<file path="src/rtl/reg_wb_arbiter_pkg.sv">
// Shared constants and types for the register-file writeback arbiter.
// Optional feature macro: WB_BYPASS_EN (writeback-to-issue operand bypass).
package reg_wb_arbiter_pkg;

  localparam int XLEN = 32;  // data width
  localparam int NREG = 32;  // architectural registers
  localparam int AW   = 5;   // log2(NREG)

  typedef logic [AW-1:0]   reg_addr_t;
  typedef logic [XLEN-1:0] xdata_t;

  // Grant encoding; the round-robin pointer reuses it to name a source.
  typedef enum logic [1:0] {
    GNT_NONE = 2'd0,
    GNT_EXEC = 2'd1,
    GNT_MEM  = 2'd2
  } gnt_e;

  // The source that gets priority after src has been granted.
  function automatic gnt_e other_src(gnt_e src);
    return (src == GNT_EXEC) ? GNT_MEM : GNT_EXEC;
  endfunction

endpackage

</file>
<file path="src/rtl/reg_wb_arbiter_if.sv">
// Issue, writeback-request and register-file-write signals of the arbiter.
// slave: arbiter view; master: pipeline / register-file view.
// Optional feature macro: WB_BYPASS_EN (drives byp1_hit / byp2_hit).
interface reg_wb_arbiter_if;
  import reg_wb_arbiter_pkg::*;

  // Decode issue
  logic      issue_valid;
  logic      issue_rd_we;
  reg_addr_t issue_rd;
  reg_addr_t issue_rs1;
  reg_addr_t issue_rs2;
  logic      stall;

  // ALU writeback request
  logic      exec_valid;
  reg_addr_t exec_rd;
  xdata_t    exec_data;
  logic      exec_ready;

  // Load writeback request
  logic      mem_valid;
  reg_addr_t mem_rd;
  xdata_t    mem_data;
  logic      mem_ready;

  // Register file write port and operand forwarding
  logic      wb_wren;
  reg_addr_t wb_rd;
  xdata_t    wb_data;
  logic      byp1_hit;
  logic      byp2_hit;

  modport slave (
    input  issue_valid, issue_rd_we, issue_rd, issue_rs1, issue_rs2,
    input  exec_valid, exec_rd, exec_data,
    input  mem_valid, mem_rd, mem_data,
    output stall, exec_ready, mem_ready,
    output wb_wren, wb_rd, wb_data, byp1_hit, byp2_hit
  );

  modport master (
    output issue_valid, issue_rd_we, issue_rd, issue_rs1, issue_rs2,
    output exec_valid, exec_rd, exec_data,
    output mem_valid, mem_rd, mem_data,
    input  stall, exec_ready, mem_ready,
    input  wb_wren, wb_rd, wb_data, byp1_hit, byp2_hit
  );

endinterface

</file>
<file path="src/rtl/reg_wb_arbiter_wb_scoreboard.sv">
// Per-register busy scoreboard: set on accepted issue, cleared on register
// file write, and RAW/WAW hazard detection for the issuing instruction.
// Optional feature macro: WB_BYPASS_EN (operands matching the in-flight
// register-file write are forwarded instead of stalling).
module wb_scoreboard
  import reg_wb_arbiter_pkg::*;
(
  input  logic      clk,
  input  logic      rst_n,
  input  logic      issue_valid,
  input  logic      issue_rd_we,
  input  reg_addr_t issue_rd,
  input  reg_addr_t issue_rs1,
  input  reg_addr_t issue_rs2,
  input  logic      wb_wren,
  input  reg_addr_t wb_rd,
  output logic      stall,
  output logic      byp1_hit,
  output logic      byp2_hit
);

  logic [NREG-1:0] busy_q;
  logic [NREG-1:0] busy_d;
  logic            rs1_haz;
  logic            rs2_haz;
  logic            rd_haz;
  logic            set_en;

`ifdef WB_BYPASS_EN
  // wb_wren already implies wb_rd != 0, so x0 never forwards.
  assign byp1_hit = wb_wren && (issue_rs1 == wb_rd);
  assign byp2_hit = wb_wren && (issue_rs2 == wb_rd);
`else
  assign byp1_hit = 1'b0;
  assign byp2_hit = 1'b0;
`endif

  // Hazard detection: a forwarded operand never stalls, WAW is never forwarded.
  always_comb begin
    rs1_haz = busy_q[issue_rs1] && (issue_rs1 != '0) && !byp1_hit;
    rs2_haz = busy_q[issue_rs2] && (issue_rs2 != '0) && !byp2_hit;
    rd_haz  = issue_rd_we && busy_q[issue_rd] && (issue_rd != '0);
    stall   = issue_valid && (rs1_haz || rs2_haz || rd_haz);
    set_en  = issue_valid && !stall && issue_rd_we && (issue_rd != '0);
  end

  // Next busy vector: commit clears first so a same-cycle issue set wins.
  always_comb begin
    // NOTE: start from a full default so every path assigns busy_d and no latch is inferred.
    busy_d = busy_q;
    if (wb_wren) busy_d[wb_rd]    = 1'b0;
    if (set_en)  busy_d[issue_rd] = 1'b1;
    busy_d[0] = 1'b0;
  end

  // Busy vector register.
  always_ff @(posedge clk or negedge rst_n) begin
    if (!rst_n) begin
      // NOTE: the scoreboard is control state, not a data array, so it must be reset; stale busy bits would deadlock issue.
      busy_q <= '0;
    end else begin
      busy_q <= busy_d;
    end
  end

endmodule

</file>
<file path="src/rtl/reg_wb_arbiter.sv">
// Register-file writeback arbiter: round-robin between ALU and load
// writeback, registered register-file write port, busy scoreboard.
// Optional feature macro: WB_BYPASS_EN (operand bypass from wb_data).
module reg_wb_arbiter
  import reg_wb_arbiter_pkg::*;
(
  input  logic            clk,
  input  logic            rst_n,
  reg_wb_arbiter_if.slave bus
);

  gnt_e      gnt;
  gnt_e      ptr_q;
  reg_addr_t sel_rd;
  xdata_t    sel_data;
  logic      wb_wren_q;
  reg_addr_t wb_rd_q;
  xdata_t    wb_data_q;

  // Grant: a lone request wins; on contention the pointer side wins.
  always_comb begin
    gnt = GNT_NONE;
    if (bus.exec_valid && bus.mem_valid) gnt = ptr_q;
    else if (bus.exec_valid)             gnt = GNT_EXEC;
    else if (bus.mem_valid)              gnt = GNT_MEM;
  end

  // Mux the granted source toward the output register.
  always_comb begin
    sel_rd   = (gnt == GNT_MEM) ? bus.mem_rd   : bus.exec_rd;
    sel_data = (gnt == GNT_MEM) ? bus.mem_data : bus.exec_data;
  end

  assign bus.exec_ready = (gnt == GNT_EXEC);
  assign bus.mem_ready  = (gnt == GNT_MEM);

  // Round-robin pointer: after any grant, priority passes to the other source.
  always_ff @(posedge clk or negedge rst_n) begin
    if (!rst_n) begin
      ptr_q <= GNT_MEM;
    end else if (gnt != GNT_NONE) begin
      // NOTE: sequential state uses non-blocking assignment so every flop samples pre-edge values.
      ptr_q <= other_src(gnt);
    end
  end

  // Output register: capture the granted write; x0 writes are dropped via wren.
  always_ff @(posedge clk or negedge rst_n) begin
    if (!rst_n) begin
      wb_wren_q <= 1'b0;
      wb_rd_q   <= '0;
      wb_data_q <= '0;
    end else if (gnt != GNT_NONE) begin
      wb_wren_q <= (sel_rd != '0);
      wb_rd_q   <= sel_rd;
      wb_data_q <= sel_data;
    end else begin
      wb_wren_q <= 1'b0;
    end
  end

  assign bus.wb_wren = wb_wren_q;
  assign bus.wb_rd   = wb_rd_q;
  assign bus.wb_data = wb_data_q;

  wb_scoreboard u_scoreboard (
    .clk         (clk),
    .rst_n       (rst_n),
    .issue_valid (bus.issue_valid),
    .issue_rd_we (bus.issue_rd_we),
    .issue_rd    (bus.issue_rd),
    .issue_rs1   (bus.issue_rs1),
    .issue_rs2   (bus.issue_rs2),
    .wb_wren     (wb_wren_q),
    .wb_rd       (wb_rd_q),
    .stall       (bus.stall),
    .byp1_hit    (bus.byp1_hit),
    .byp2_hit    (bus.byp2_hit)
  );

endmodule

</file>
<file path="src/flat_wrapper.sv">
// flat-port wrapper written by rule: the top's interface ports become plain ports
module reg_wb_arbiter_flat import reg_wb_arbiter_pkg::*;
  (clk, rst_n, bus_issue_valid, bus_issue_rd_we, bus_issue_rd, bus_issue_rs1, bus_issue_rs2, bus_exec_valid, bus_exec_rd, bus_exec_data, bus_mem_valid, bus_mem_rd, bus_mem_data, bus_stall, bus_exec_ready, bus_mem_ready, bus_wb_wren, bus_wb_rd, bus_wb_data, bus_byp1_hit, bus_byp2_hit);
  reg_wb_arbiter_if bus_i ();
  input  logic clk;
  input  logic rst_n;
  input wire logic [$bits(bus_i.issue_valid)-1:0] bus_issue_valid;
  input wire logic [$bits(bus_i.issue_rd_we)-1:0] bus_issue_rd_we;
  input wire logic [$bits(bus_i.issue_rd)-1:0] bus_issue_rd;
  input wire logic [$bits(bus_i.issue_rs1)-1:0] bus_issue_rs1;
  input wire logic [$bits(bus_i.issue_rs2)-1:0] bus_issue_rs2;
  input wire logic [$bits(bus_i.exec_valid)-1:0] bus_exec_valid;
  input wire logic [$bits(bus_i.exec_rd)-1:0] bus_exec_rd;
  input wire logic [$bits(bus_i.exec_data)-1:0] bus_exec_data;
  input wire logic [$bits(bus_i.mem_valid)-1:0] bus_mem_valid;
  input wire logic [$bits(bus_i.mem_rd)-1:0] bus_mem_rd;
  input wire logic [$bits(bus_i.mem_data)-1:0] bus_mem_data;
  output wire logic [$bits(bus_i.stall)-1:0] bus_stall;
  output wire logic [$bits(bus_i.exec_ready)-1:0] bus_exec_ready;
  output wire logic [$bits(bus_i.mem_ready)-1:0] bus_mem_ready;
  output wire logic [$bits(bus_i.wb_wren)-1:0] bus_wb_wren;
  output wire logic [$bits(bus_i.wb_rd)-1:0] bus_wb_rd;
  output wire logic [$bits(bus_i.wb_data)-1:0] bus_wb_data;
  output wire logic [$bits(bus_i.byp1_hit)-1:0] bus_byp1_hit;
  output wire logic [$bits(bus_i.byp2_hit)-1:0] bus_byp2_hit;
  assign bus_i.issue_valid = bus_issue_valid;
  assign bus_i.issue_rd_we = bus_issue_rd_we;
  assign bus_i.issue_rd = bus_issue_rd;
  assign bus_i.issue_rs1 = bus_issue_rs1;
  assign bus_i.issue_rs2 = bus_issue_rs2;
  assign bus_i.exec_valid = bus_exec_valid;
  assign bus_i.exec_rd = bus_exec_rd;
  assign bus_i.exec_data = bus_exec_data;
  assign bus_i.mem_valid = bus_mem_valid;
  assign bus_i.mem_rd = bus_mem_rd;
  assign bus_i.mem_data = bus_mem_data;
  assign bus_stall = bus_i.stall;
  assign bus_exec_ready = bus_i.exec_ready;
  assign bus_mem_ready = bus_i.mem_ready;
  assign bus_wb_wren = bus_i.wb_wren;
  assign bus_wb_rd = bus_i.wb_rd;
  assign bus_wb_data = bus_i.wb_data;
  assign bus_byp1_hit = bus_i.byp1_hit;
  assign bus_byp2_hit = bus_i.byp2_hit;
  reg_wb_arbiter u_core (.clk(clk), .rst_n(rst_n), .bus(bus_i));
endmodule
</file>
<file path="config.mk">
export PLATFORM = sky130hd
export DESIGN_NAME = reg_wb_arbiter_flat
export DESIGN_NICKNAME = d
export VERILOG_FILES = /design/src/rtl/reg_wb_arbiter_pkg.sv /design/src/rtl/reg_wb_arbiter_if.sv /design/src/rtl/reg_wb_arbiter_wb_scoreboard.sv /design/src/rtl/reg_wb_arbiter.sv /design/src/flat_wrapper.sv
export SDC_FILE = /design/constraint.sdc
export NUM_CORES = 1
export LEC_CHECK = 0
export ABC_AREA = 1
export CORE_MARGIN = 2
export CORE_UTILIZATION = 30
export CTS_CLUSTER_DIAMETER = 200
export DETAILED_ROUTE_END_ITERATION = 10
export SYNTH_ARGS = -nofsm -noshare
export SYNTH_HDL_FRONTEND = slang
export SYNTH_SLANG_ARGS = --single-unit
</file>
<file path="constraint.sdc">
create_clock -name clk -period 3.3 [get_ports clk]
set_input_delay 0.825 -clock clk [delete_from_list [all_inputs] [get_ports clk]]
set_output_delay 0.825 -clock clk [all_outputs]
set_load 0.01 [all_outputs]
</file>
======== Word level (Yosys, flattened, before mapping) ========
Cells that the tools add are included.
word-level totals
  register bits after elaboration ......... 71
operators by class
  $lt $le $gt $ge ......................... 6
  eq/ne operators ......................... 2
  muxes and demuxes ....................... 19
  bitwise logic cells ..................... 3
  reduce and logical (&&, ||, !) cells .... 19
operators with widths
  kind                count
  $mux 32             3
  $and 32x32->32      1
  $not 32->32         1
  $or 32x32->32       1
  $lt 5x6->1 const B  4
  $reduce_bool 5->1   4
  $bmux 1 s5          3
  $logic_and 1x1->1   11
  $demux 1 s5         2
  $ge 5x1->1 const B  2
  $mux 2              4
  $mux 1              6
  $mux 5              1
  $eq 2x1->1 const B  1
  $eq 2x2->1 const B  1
  $logic_or 1x1->1    2
  $reduce_bool 2->1   1
  $logic_not 1->1     1

======== Longest topological paths before layout ========
  depth after elaboration ................. 11
  mapped depth ............................ 15
  gate-level depth less buffers ........... 14

======== By module ========
Synthesis repeated with hierarchy kept, for this count alone.
second synthesis, totals
  cell total of the unflattened synthesis .. 681
  area, all modules ....................... 4611.9 sq um
by module, submodules not included
  module          times used  cells an instance  area an instance (sq um)  seq. area each (sq um)
  wb_scoreboard   1           452                2752.6                    775.7
  reg_wb_arbiter  1           229                1859.3                    1002.2

======== Worst setup path after synthesis ========
No wires, ideal clock.
  kind .................................... input-to-output
  start ................................... in bus_issue_rs2[0]
  end ..................................... out bus_stall
  arrival ................................. 1945 ps
  data required time ...................... 2475 ps
  slack ................................... 530 ps
  stages .................................. 11
  path buffers ............................ 2
  cells stage by stage .................... buf_4 > inv_4 > buf_6 > nand2_1 > nand3_1 > nand3_1 > nand3_1 > nand3_1 > nand2_2 > nor2_8 > a21boi_0
on the way
  longest elaborated chain between the ends .. 6
  elaborated cells between the ends (all ways) .. 7
RTL lines
  element                          line                                RTL
  start, declared                  flat_wrapper.sv:11                  input wire logic [$bits(bus_i.issue_rs2)-1:0] bus_issue_rs2;
  $bmux 1 s5                       reg_wb_arbiter_wb_scoreboard.sv:41  rs2_haz = busy_q[issue_rs2] && (issue_rs2 != '0) && !byp2_hit;
  $mux 1 (implied by the code)     reg_wb_arbiter_wb_scoreboard.sv:41
  $logic_and 1x1->1 *              reg_wb_arbiter_wb_scoreboard.sv:41
  $logic_or 1x1->1 * (2 in a row)  reg_wb_arbiter_wb_scoreboard.sv:43  stall = issue_valid && (rs1_haz || rs2_haz || rd_haz);
  $logic_and 1x1->1 *              reg_wb_arbiter_wb_scoreboard.sv:43
  end, declared                    flat_wrapper.sv:18                  output wire logic [$bits(bus_i.stall)-1:0] bus_stall;
Every way passes the cells marked *; elsewhere a longest branch is shown, timed or not. The select of a mux whose other input is x is not followed.

======== Worst setup path in the final report ========
  start ................................... in bus_issue_rd[3]
  end ..................................... out bus_stall
on the way
  longest elaborated chain between the ends .. 6
  elaborated cells between the ends (all ways) .. 7
RTL lines
  element                       line                                RTL
  start, declared               flat_wrapper.sv:9                   input wire logic [$bits(bus_i.issue_rd)-1:0] bus_issue_rd;
  $bmux 1 s5                    reg_wb_arbiter_wb_scoreboard.sv:42  rd_haz = issue_rd_we && busy_q[issue_rd] && (issue_rd != '0);
  $mux 1 (implied by the code)  reg_wb_arbiter_wb_scoreboard.sv:42
  $logic_and 1x1->1             reg_wb_arbiter_wb_scoreboard.sv:42
  $logic_and 1x1->1 *           reg_wb_arbiter_wb_scoreboard.sv:42
  $logic_or 1x1->1 *            reg_wb_arbiter_wb_scoreboard.sv:43
  $logic_and 1x1->1 *           reg_wb_arbiter_wb_scoreboard.sv:43
Marked as above.

==> metrics.txt <==
Placed Cells 1000; area added between synthesis and finish 47.2%; register area around 1800 um^2; number of violations of the max-capacitance limit 0; Final Total Pwr approximately 3800 uW; number of vias per cell about 4.8; Post-Route Hold Slack around 0.48 ns; Syn. warnings 0; Avg WL per Cell around 15 um; antenna cells 0; sequential area share after synthesis 0.391; source-to-sink clock delay at the later pin of the worst-skew pair around 0.33 ns; Critical Path Most Common Cell nand2_1; Reg clk slew, reported paths approximately 0.060 ns; Max Fclk roughly 0.31 GHz; leading cell types by total area after synthesis dfrtp_1 39%, nand2_1 20%, nand3_1 9.7%, nand4_1 4.8%, inv_1 4.5%; worst setup path class primary input to primary output; standard-cell row count between 40 and 50; Tcrit/Tclk final 0.978; area of all placed cells without fillers 6690 um^2; number of port buffers between 100 and 150; number of hold buffers added after cts 0; normalized max-slew margin 0.395; worst ir drop on vdd between 0.0002 and 0.00025 V; fraction of layout instances using a drive strength above 1 0.128; DRT iter0 DRCs ~380; die area ~16000 um^2; met3 WL 1510 um; Post-DP HPWL around 12000 um; maximum buffer depth of the clock tree 2; total clock sinks slightly above 70; Crit Reg-Reg Startpoint u_core.u_scoreboard.busy_q[22]; start point of the critical path bus_issue_rd[3]; static leakage power around 0.0032 uW; Root Buffer Master clkbuf_16; Post-Synthesis Mean Instance Area just under 7 um^2; Post-DRT Antenna Nets 0; Total Routing Usage GR 0.196; footprint of the multi-input gates between 2000 and 2500 um^2; effective utilization at floorplan 0.310; M1 WL a little under 7000 um; min cycle time layout roughly 3.2 ns; largest stage delay on the critical path 0.50 ns; element type at the critical path start primary input; Slowest-stage cell, CP clkdlybuf4s50_1; H-tree levels 3; fin. max-slew vios 0; TritonCTS clock tree done; Filler cells 1529; number of buffers inserted during clock tree synthesis 9; CORE AREA about 15000 um^2; wire length of the first global-routing pass roughly 25000 um; Pre-antenna DRT Iters 4; final hold violation count 0; result of the run finished clean; slew at the pin with the worst max-slew slack a little over 0.9 ns; Finish-stage setup viols 0; top cell type's share of synthesized area 0.386; final-stage net count between 900 and 1000; DRC violations left 0; cell taking the most area after synthesis dfrtp_1; peak fanout along the critical path 4; Post-Route WL 15600 um; count of mapped cells out of synthesis 660; synthesis-stage register bit count 71; Die Height 127 um; Critical Path AT 2.40 ns; synthesized cell area ~4500 um^2; wire length on met2 7060 um; kind of end point of the critical path primary output; total cell area at the placement stage 6260 um^2; final RePlAce weighted congestion a little over 0.9; count of cell types in the netlist 33; largest net degree at the start of global routing a little over 70; Ports roughly 140; source of the worst hold timing path u_core.ptr_q[0]; skew final between 0.006 and 0.007 ns; worst hold-check path type register to register; horizontal die dimension 127 um; final non-filler cell total around 1000; critical-path cell list clkdlybuf4s50_1 > buf_4 > nor3_4 > nand2_1 > nand2_1 > nor2_2 > nand2_2 > nand2_4 > a21boi_0 > buf_2; power density over the cells 568 nW/um^2; CP top delay family buffers and inverters; CP Buf/Inv Count 3; setup repair after global routing missed its margin no; DR top layer met4; critical path required time about 2.5 ns; Final Util 0.457; routed vias between 4000 and 5000; overflow left after global routing 0; number of global-route vias before repair 4780; number of antenna violations at the first check in global routing 0
==> per-stage QoR <==
| step | setup TNS, ns | setup slack (ns) |
|---|---|---|
| 6_report | 0 | 0.0737 |
| 3_5_place_dp | -0.492 | -0.492 |
| 4_1_cts | 0 | 0.0226 |
| 3_3_place_gp | -0.538 | -0.538 |
| 2_1_floorplan | 0 | 0.530 |
| 5_1_grt | 0 | 0.00182 |
==> cell usage after synthesis, drive strengths merged <==
master,number
o211ai,4
buf,23
inv,61
nand4,35
clkinv,2
nor2,48
nand2,253
or2,2
a21oi,9
conb,1
nand3,88
dfrtp,70
clkbuf,7
o21ai,42
a31oi,1
nor3,8
dfstp,1
mux2i,2
a21boi,1
o22ai,2
==> worst register-to-register path, stage by stage (launching register included) <==
cell	delay, ns
dfrtp_1	0.43
inv_1	0.11
nand2_1	0.05
nand3_1	0.06
nand2_1	0.07
nand2_1	0.06
nand2_1	0.05
inv_1	0.04
nand2_1	0.07
nand2_1	0.07
nand2_2	0.09
nor2_8	0.12
buf_4	0.31
nand4_1	0.15
nand2_1	0.08
==> state kept, by name, indices dropped and copies added, names as in the netlist <==
name and cells:
u_core.ptr_q 2, u_core.bus.wb_rd 5, u_core.bus.wb_wren 1, u_core.u_scoreboard.busy_q 31, u_core.bus.wb_data 32
==> power by group <==
group	switching (uW)	internal, uW
Combinational	721	563
Sequential	303	1140
Clock	369	701
==> per-layer routing <==
layer / vias up / track usage
met3: 18 / 0.0632
li1: 2471 / -
met2: 214 / 0.317
met5: - / 0
met4: 0 / 0.0608
met1: 2147 / 0.252
==> cell usage in the layout (no fill, tap or decap), types with 2 or more instances in the layout <==
cell type	count
nand2_2	6
a21oi_1	7
a21oi_2	2
inv_1	53
inv_2	6
o21ai_1	3
clkbuf_8	2
dlygate4sd2_1	4
inv_4	2
clkbuf_16	9
clkinv_1	2
bufinv_16	2
nand3_1	88
nand4_1	35
nor3_4	5
dlymetal6s2s_1	4
nand2_1	245
nor2_4	2
mux2i_1	2
clkinvlp_4	2
buf_4	52
o22ai_2	2
dfrtp_1	70
nor3_2	3
conb_1	2
nor2_2	4
o211ai_1	4
nor2_1	41
clkdlybuf4s50_1	124
o21ai_0	39
==> final timing paths <==
path / endpoint / slack, ns / cells after the start
worst max-delay path: bus_stall / 0.07 / 10
worst max register to register: u_core.u_scoreboard.busy_q[16] / 1.50 / 14
worst min register to register: u_core.ptr_q[0] / 0.48 / 2
max in group asynchronous: u_core.u_scoreboard.busy_q[3] / 2.09 / 1
worst min-delay path: u_core.ptr_q[0] / 0.48 / 2
min in group asynchronous: u_core.bus.wb_data[23] / 0.62 / 1
==> cell type report <==
type                            count  area share
Sequential cell                    71       0.266
Inverter                           63      0.0361
Clock buffer                       11      0.0378
Clock inverter                      5      0.0120
Tap cell                          184      0.0344
Timing Repair Buffer              187       0.262
Multi-Input combinational cell    497       0.352
==> cells by family after synthesis <==
group           Yosys count  share of synthesized area
buf+inv                  93                      0.108
flops                    71                      0.391
simple gates            434                      0.423
mux                       2                    0.00441
other cells               1                   0.000826
compound gates           59                     0.0730
==> what timing repair did <==
item / in CTS / in global routing
pin swaps: 1 / 3
setup buffers: 1 / 1
setup endpoints to repair: 1 / 1
resized for setup: 15 / 16
Power figures use the tool's default switching activity.
